==> src/rtl/nms_window_sequencer.sv <==
// Raster-scan sequencer for a combinational 3x3 non-max-suppression datapath:
// two line buffers, a 3x3 shift window, border forcing and valid/ready output staging.
module nms_window_sequencer #(
    parameter int unsigned IMG_W = 64,
    parameter int unsigned IMG_H = 64,
    parameter int unsigned MAG_W = 11
) (
    input  logic               clk,
    input  logic               rst_n,
    input  logic               start,
    input  logic [MAG_W-1:0]   in_mag,
    input  logic [1:0]         in_dir,
    input  logic               in_valid,
    output logic               in_ready,
    output logic [9*MAG_W-1:0] win_mag,
    output logic [17:0]        win_dir,
    output logic               win_valid,
    input  logic [MAG_W-1:0]   nms_pixel,
    input  logic               nms_valid,
    output logic [MAG_W-1:0]   out_pixel,
    output logic               out_valid,
    input  logic               out_ready,
    output logic               out_last,
    output logic               busy
);

    localparam int unsigned PW = MAG_W + 2;
    localparam int unsigned XW = $clog2(IMG_W);
    localparam int unsigned YW = $clog2(IMG_H);
    localparam int unsigned CW = $clog2(IMG_W * IMG_H + 1);
    localparam logic [XW-1:0] COL_LAST     = XW'(IMG_W - 1);
    localparam logic [YW-1:0] ROW_LAST     = YW'(IMG_H - 1);
    localparam logic [CW-1:0] CNT_FILL_END = CW'(IMG_W);
    localparam logic [CW-1:0] CNT_RUN_END  = CW'(IMG_W * IMG_H - 1);

    typedef enum logic [2:0] {
        S_IDLE,
        S_FILL,
        S_RUN,
        S_FLUSH,
        S_LAST
    } state_t;

    state_t          r_state;
    state_t          w_state_nxt;
    logic [CW-1:0]   r_in_cnt;
    logic [XW-1:0]   r_x;
    logic [XW-1:0]   r_cen_col;
    logic [YW-1:0]   r_cen_row;
    logic [PW-1:0]   r_win [3][3];
    logic [PW-1:0]   r_lb0 [IMG_W];
    logic [PW-1:0]   r_lb1 [IMG_W];
    logic            r_win_valid;
    logic            r_win_border;
    logic            r_win_last;
    logic [MAG_W-1:0] r_out_pixel;
    logic            r_out_valid;
    logic            r_out_last;

    logic            w_advance;
    logic            w_accept;
    logic            w_shift;
    logic            w_emit;
    logic            w_cen_border;
    logic            w_cen_last;
    logic [PW-1:0]   w_new;
    logic [PW-1:0]   w_row_in [3];

    assign w_advance    = !r_out_valid || out_ready;
    assign in_ready     = w_advance && (r_state == S_FILL || r_state == S_RUN);
    assign w_accept     = in_valid && in_ready;
    assign w_shift      = w_accept || (r_state == S_FLUSH && w_advance);
    assign w_emit       = w_shift && (r_state == S_RUN || r_state == S_FLUSH);
    assign w_cen_border = (r_cen_row == '0) || (r_cen_row == ROW_LAST) ||
                          (r_cen_col == '0) || (r_cen_col == COL_LAST);
    assign w_cen_last   = (r_cen_row == ROW_LAST) && (r_cen_col == COL_LAST);
    // Flush cycles push zero pseudo-pixels so the last line's centres complete.
    assign w_new        = w_accept ? {in_dir, in_mag} : '0;

    // Line buffers indexed by column: lb1 holds the previous line, lb0 the one before.
    always_comb begin
        w_row_in[0] = r_lb0[r_x];
        w_row_in[1] = r_lb1[r_x];
        w_row_in[2] = w_new;
    end

    always_comb begin
        win_mag = '0;
        win_dir = '0;
        for (int unsigned r = 0; r < 3; r++) begin
            for (int unsigned c = 0; c < 3; c++) begin
                win_mag[(r*3+c)*MAG_W +: MAG_W] = r_win[r][c][MAG_W-1:0];
                win_dir[(r*3+c)*2 +: 2]         = r_win[r][c][MAG_W +: 2];
            end
        end
    end

    assign win_valid = r_win_valid;
    assign out_pixel = r_out_pixel;
    assign out_valid = r_out_valid;
    assign out_last  = r_out_last;
    assign busy      = (r_state != S_IDLE);

    always_comb begin
        w_state_nxt = r_state;
        case (r_state)
            S_IDLE:  if (start) w_state_nxt = S_FILL;
            S_FILL:  if (w_accept && r_in_cnt == CNT_FILL_END) w_state_nxt = S_RUN;
            S_RUN:   if (w_accept && r_in_cnt == CNT_RUN_END) w_state_nxt = S_FLUSH;
            S_FLUSH: if (w_emit && w_cen_last) w_state_nxt = S_LAST;
            S_LAST:  if (r_out_valid && out_ready && r_out_last) w_state_nxt = S_IDLE;
            default: w_state_nxt = S_IDLE;
        endcase
    end

    always_ff @(posedge clk) begin
        if (!rst_n) begin
            r_state      <= S_IDLE;
            r_in_cnt     <= '0;
            r_x          <= '0;
            r_cen_col    <= '0;
            r_cen_row    <= '0;
            r_win_valid  <= 1'b0;
            r_win_border <= 1'b0;
            r_win_last   <= 1'b0;
            r_out_pixel  <= '0;
            r_out_valid  <= 1'b0;
            r_out_last   <= 1'b0;
            for (int unsigned r = 0; r < 3; r++) begin
                for (int unsigned c = 0; c < 3; c++) begin
                    r_win[r][c] <= '0;
                end
            end
        end else begin
            r_state <= w_state_nxt;
            if (r_state == S_IDLE) begin
                r_in_cnt  <= '0;
                r_x       <= '0;
                r_cen_col <= '0;
                r_cen_row <= '0;
            end else begin
                if (w_accept) begin
                    r_in_cnt <= r_in_cnt + 1'b1;
                end
                if (w_shift) begin
                    r_x <= (r_x == COL_LAST) ? '0 : r_x + 1'b1;
                end
                if (w_emit) begin
                    if (r_cen_col == COL_LAST) begin
                        r_cen_col <= '0;
                        r_cen_row <= r_cen_row + 1'b1;
                    end else begin
                        r_cen_col <= r_cen_col + 1'b1;
                    end
                end
            end

            if (w_shift) begin
                for (int unsigned r = 0; r < 3; r++) begin
                    r_win[r][0] <= r_win[r][1];
                    r_win[r][1] <= r_win[r][2];
                    r_win[r][2] <= w_row_in[r];
                end
            end

            if (w_advance) begin
                r_win_valid  <= w_emit;
                r_win_border <= w_emit && w_cen_border;
                r_win_last   <= w_emit && w_cen_last;
                r_out_valid  <= nms_valid;
                r_out_last   <= nms_valid && r_win_last;
                if (nms_valid) begin
                    r_out_pixel <= r_win_border ? '0 : nms_pixel;
                end
            end
        end
    end

    always_ff @(posedge clk) begin
        if (w_shift) begin
            r_lb0[r_x] <= r_lb1[r_x];
            r_lb1[r_x] <= w_new;
        end
    end

endmodule

==> config.mk <==
export PLATFORM = sky130hd
export DESIGN_NAME = nms_window_sequencer
export DESIGN_NICKNAME = d
export VERILOG_FILES = /design/src/rtl/nms_window_sequencer.sv
export SDC_FILE = /design/constraint.sdc
export NUM_CORES = 2
export LEC_CHECK = 0
export ABC_CLOCK_PERIOD_IN_PS = 5900
export BUFFER_PORTS_ARGS = -buffer_cell sky130_fd_sc_hd__buf_2
export CORE_MARGIN = 4
export CORE_UTILIZATION = 62
export DETAILED_ROUTE_END_ITERATION = 7
export PLACE_DENSITY = 0.86
export SETUP_SLACK_MARGIN = 0.3
export SLEW_MARGIN = 10
export SYNTH_ARGS = -nofsm -noshare
export SYNTH_HDL_FRONTEND = slang
export SYNTH_SLANG_ARGS = --single-unit
==> constraint.sdc <==
create_clock -name clk -period 5.9 [get_ports clk]
set_clock_uncertainty 0.15 [all_clocks]
set_input_delay 1.18 -clock clk [delete_from_list [all_inputs] [get_ports clk]]
set_output_delay 1.18 -clock clk [all_outputs]
set_load 0.02 [all_outputs]
==> flow_summary.toml <==
[hold_path]
hp-start = "r_in_cnt[11]$_SDFFE_PP0N_"
whs_path_depth = 2
holdPathEnd = "r_in_cnt[11]$_SDFFE_PP0N_"
worstHoldPathType = "register to register"

[detailed_routing]
dr.first_iter.drc_count = 7672
wl_per_cell_microns = 39.1
viasPerCell = 7.41
drc = 10
dr.pass1.iters = 8
route.vias.total = 38403
antenna_left = 0
wl_microns = 203000

[grt]
track_usage = 0.340
grt_pass1_vias = 38657
grt_pass1_wl_microns = 289000
gr-total-overflow = 0
antenna_found_initial = 4
grt_max_degree = 98

[yosys]
synth_area_leaders = "edfxtp_1, mux4_2, mux2i_1"
ys_seq_elements = 1837
synthCells = 3256
synth_edf_count = 1781
ys_seq_area_frac = 0.775
synth_area_sq_um = 70400
synth_top_area_share = 0.759
synth.net_count = 3293
synth_commonest_cells = "edfxtp_1, mux4_2, nor2_1"
synth_most_common_cell = "edfxtp_1"
synth_ff_type = "edfxtp_1"
postSynth.asyncResetShare = 0
yosysTopAreaCell = "edfxtp_1"
synth_area_per_cell_sq_um = 21.6
synth_cell_types = 57
synth_warnings = 0

[timing]
drv_slew = 0
worst_slew_pin_slew_ns = 1.28
timing.setup.tns_ns = 0
report.final.setup_viol = 0
hold_viol = 0
max_slew_margin = 0.147
rsz0062_at_grt = "no"
maxClockFrequency_mhz = 218
min_period_over_period = 0.777
layout_setup_ws_ns = 1.32
period_needed_ns = 4.58

[clock_network]
ctsHoldBuffers = 0
clockBufferDepth = 3
cts-htree-levels = 4
postCtsSetupBuffers = 0
root_buffer = "clkbuf_16"
clk_pin_slew_ns = 0.07
cts_tree = "built"
clkLatencyLatePin_ns = 0.78
cts_resized = 0
numCtsBuffers = 169
cts_num_sinks = 1837

[setup_path]
max_stage_delay_ns = 1.07
cp_num_buf_inv = 2
crit_path_cell_trace = "buf_12 -> buf_4 -> mux4_2 -> mux2i_1 -> a21oi_1 -> nand2_1 -> nand2_2"
crit_family = "simple AND/OR/NAND/NOR gates"
required_ns = 5.95
cp.arrival_ns = 4.63
reg2reg_to = "r_lb0[9][1]$_DFFE_PP_"
cp-start-kind = "register"
reg2reg_setup_slack_ns = 1.32
rr_worst_depth = 7
crit_type = "register to register"
worstPathMaxFanout = 64
slowest_stage = "dfxtp_4"
crit_path_end_kind = "register"
cp.depth = 7

[die]
die_h_microns = 345
die_w_microns = 345
fp-row-count = 123
start_util = 0.625
core_area_sq_um = 113000
fp.dieArea_sq_um = 119000
pin_count = 163

[placement]
dp_hpwl_microns = 105000
portBuffers = 162
pre_cts_slack_ns = 1.42
place_congestion = 0.842

[finish]
area_growth_pct = 12.4
fin_util = 0.702
nNetsFinal = 3574
drive_above_1_share = 0.291

[pwr]
irDropWorstVdd_v = 0.000363
pwr_density_cell_nw_per_um2 = 355
p_leak_uw = 0.0247

[run]
cap_violations = 0

[run_status]
status = "finished with violations"
violations = "design-rule violations"
==> power breakdown <==
part / internal [uW] / leakage [uW] / switching, uW
combinational: 546 / 0.00523 / 1520
sequential: 14900 / 0.0168 / 121
clock: 6130 / 0.00267 / 4910
==> worst register-to-register path, stage by stage, from the launching register on <==
cell and delay (ns):
dfxtp_4 1.07, buf_12 0.45, buf_4 0.32, mux4_2 0.35, mux2i_1 0.35, a21oi_1 0.13
nand2_1 0.35, nand2_2 0.79
==> cells in the final DEF (no fill, tap or decap), drive strengths merged, types with 8 or more instances in the layout <==
cell type,n
nand2,82
a221oi,13
nand3,38
mux4,426
edfxtp,1781
bufinv,17
buf,289
a21oi,50
nor3,11
a211oi,9
o22ai,10
dfxtp,56
mux2i,113
and3,21
a22oi,87
nor2b,27
nor2,119
nand4,13
xor2,16
clkinv,78
nor3b,15
and2,98
clkbuf,204
inv,15
a32oi,9
xnor2,8
==> metal layers <==
metal	global-route usage	vias to the layer above	routed length (microns)	share of wire
li1	-	14081	-	-
met1	0.427	19302	61700	0.30
met2	0.548	4148	99400	0.49
met3	0.0971	872	27900	0.14
met4	0.179	0	13600	0.067
met5	0	-	0	0
==> logic make-up after synthesis <==
group           share of synthesized area
compound gates                     0.0203
xor+xnor                          0.00298
fa+ha+maj                         0.00139
buf+inv                            0.0142
flops                               0.775
mux                                 0.153
simple gates                       0.0328
==> final cells by class <==
class / instances / area (sq um)
antenna: 4 / 10.0
clock buffer: 204 / 4440
clock inverter: 107 / 1010
fill: 5926 / 33500
inverter: 10 / 37.5
multi-input combinational: 1230 / 15200
sequential: 1837 / 54600
tap: 1500 / 1880
timing repair buffer: 289 / 1920
==> state kept, by name, indices dropped and copies added, names as in the netlist, 3 cells and up, named ones only <==
register and count:
out_pixel 11, r_cen_col 6, r_cen_row 6, r_in_cnt 13
r_lb0 832, r_lb1 832, r_state 3, r_win 117
r_x 6
==> worst max-delay path by stage <==
stage / to / slack, ns / start
floorplan: r_win[0][0]$_SDFFCE_PN0P_ / 0.71 / in_valid
global placement: r_lb0[62][10]$_DFFE_PP_ / 1.56 / out_ready
detailed placement: r_lb0[62][10]$_DFFE_PP_ / 1.42 / out_ready
CTS: r_lb0[5][4]$_DFFE_PP_ / 1.34 / register
global route: r_lb0[40][10]$_DFFE_PP_ / 1.17 / register
finish: r_lb0[9][1]$_DFFE_PP_ / 1.32 / register
==> metrics by stage <==
stage	hold WS [ns]	total power (uW)	cells	cell area [sq um]
6_report	0.389	28100	5181	79100
5_1_grt	0.407	28800	5178	79100
4_1_cts	0.371	28000	5175	79000
3_5_place_dp	0.316	17200	4864	73600
3_3_place_gp	0.305	17100	4864	73600
2_1_floorplan	0.316	16400	3256	70400
Power figures use the tool's default switching activity.
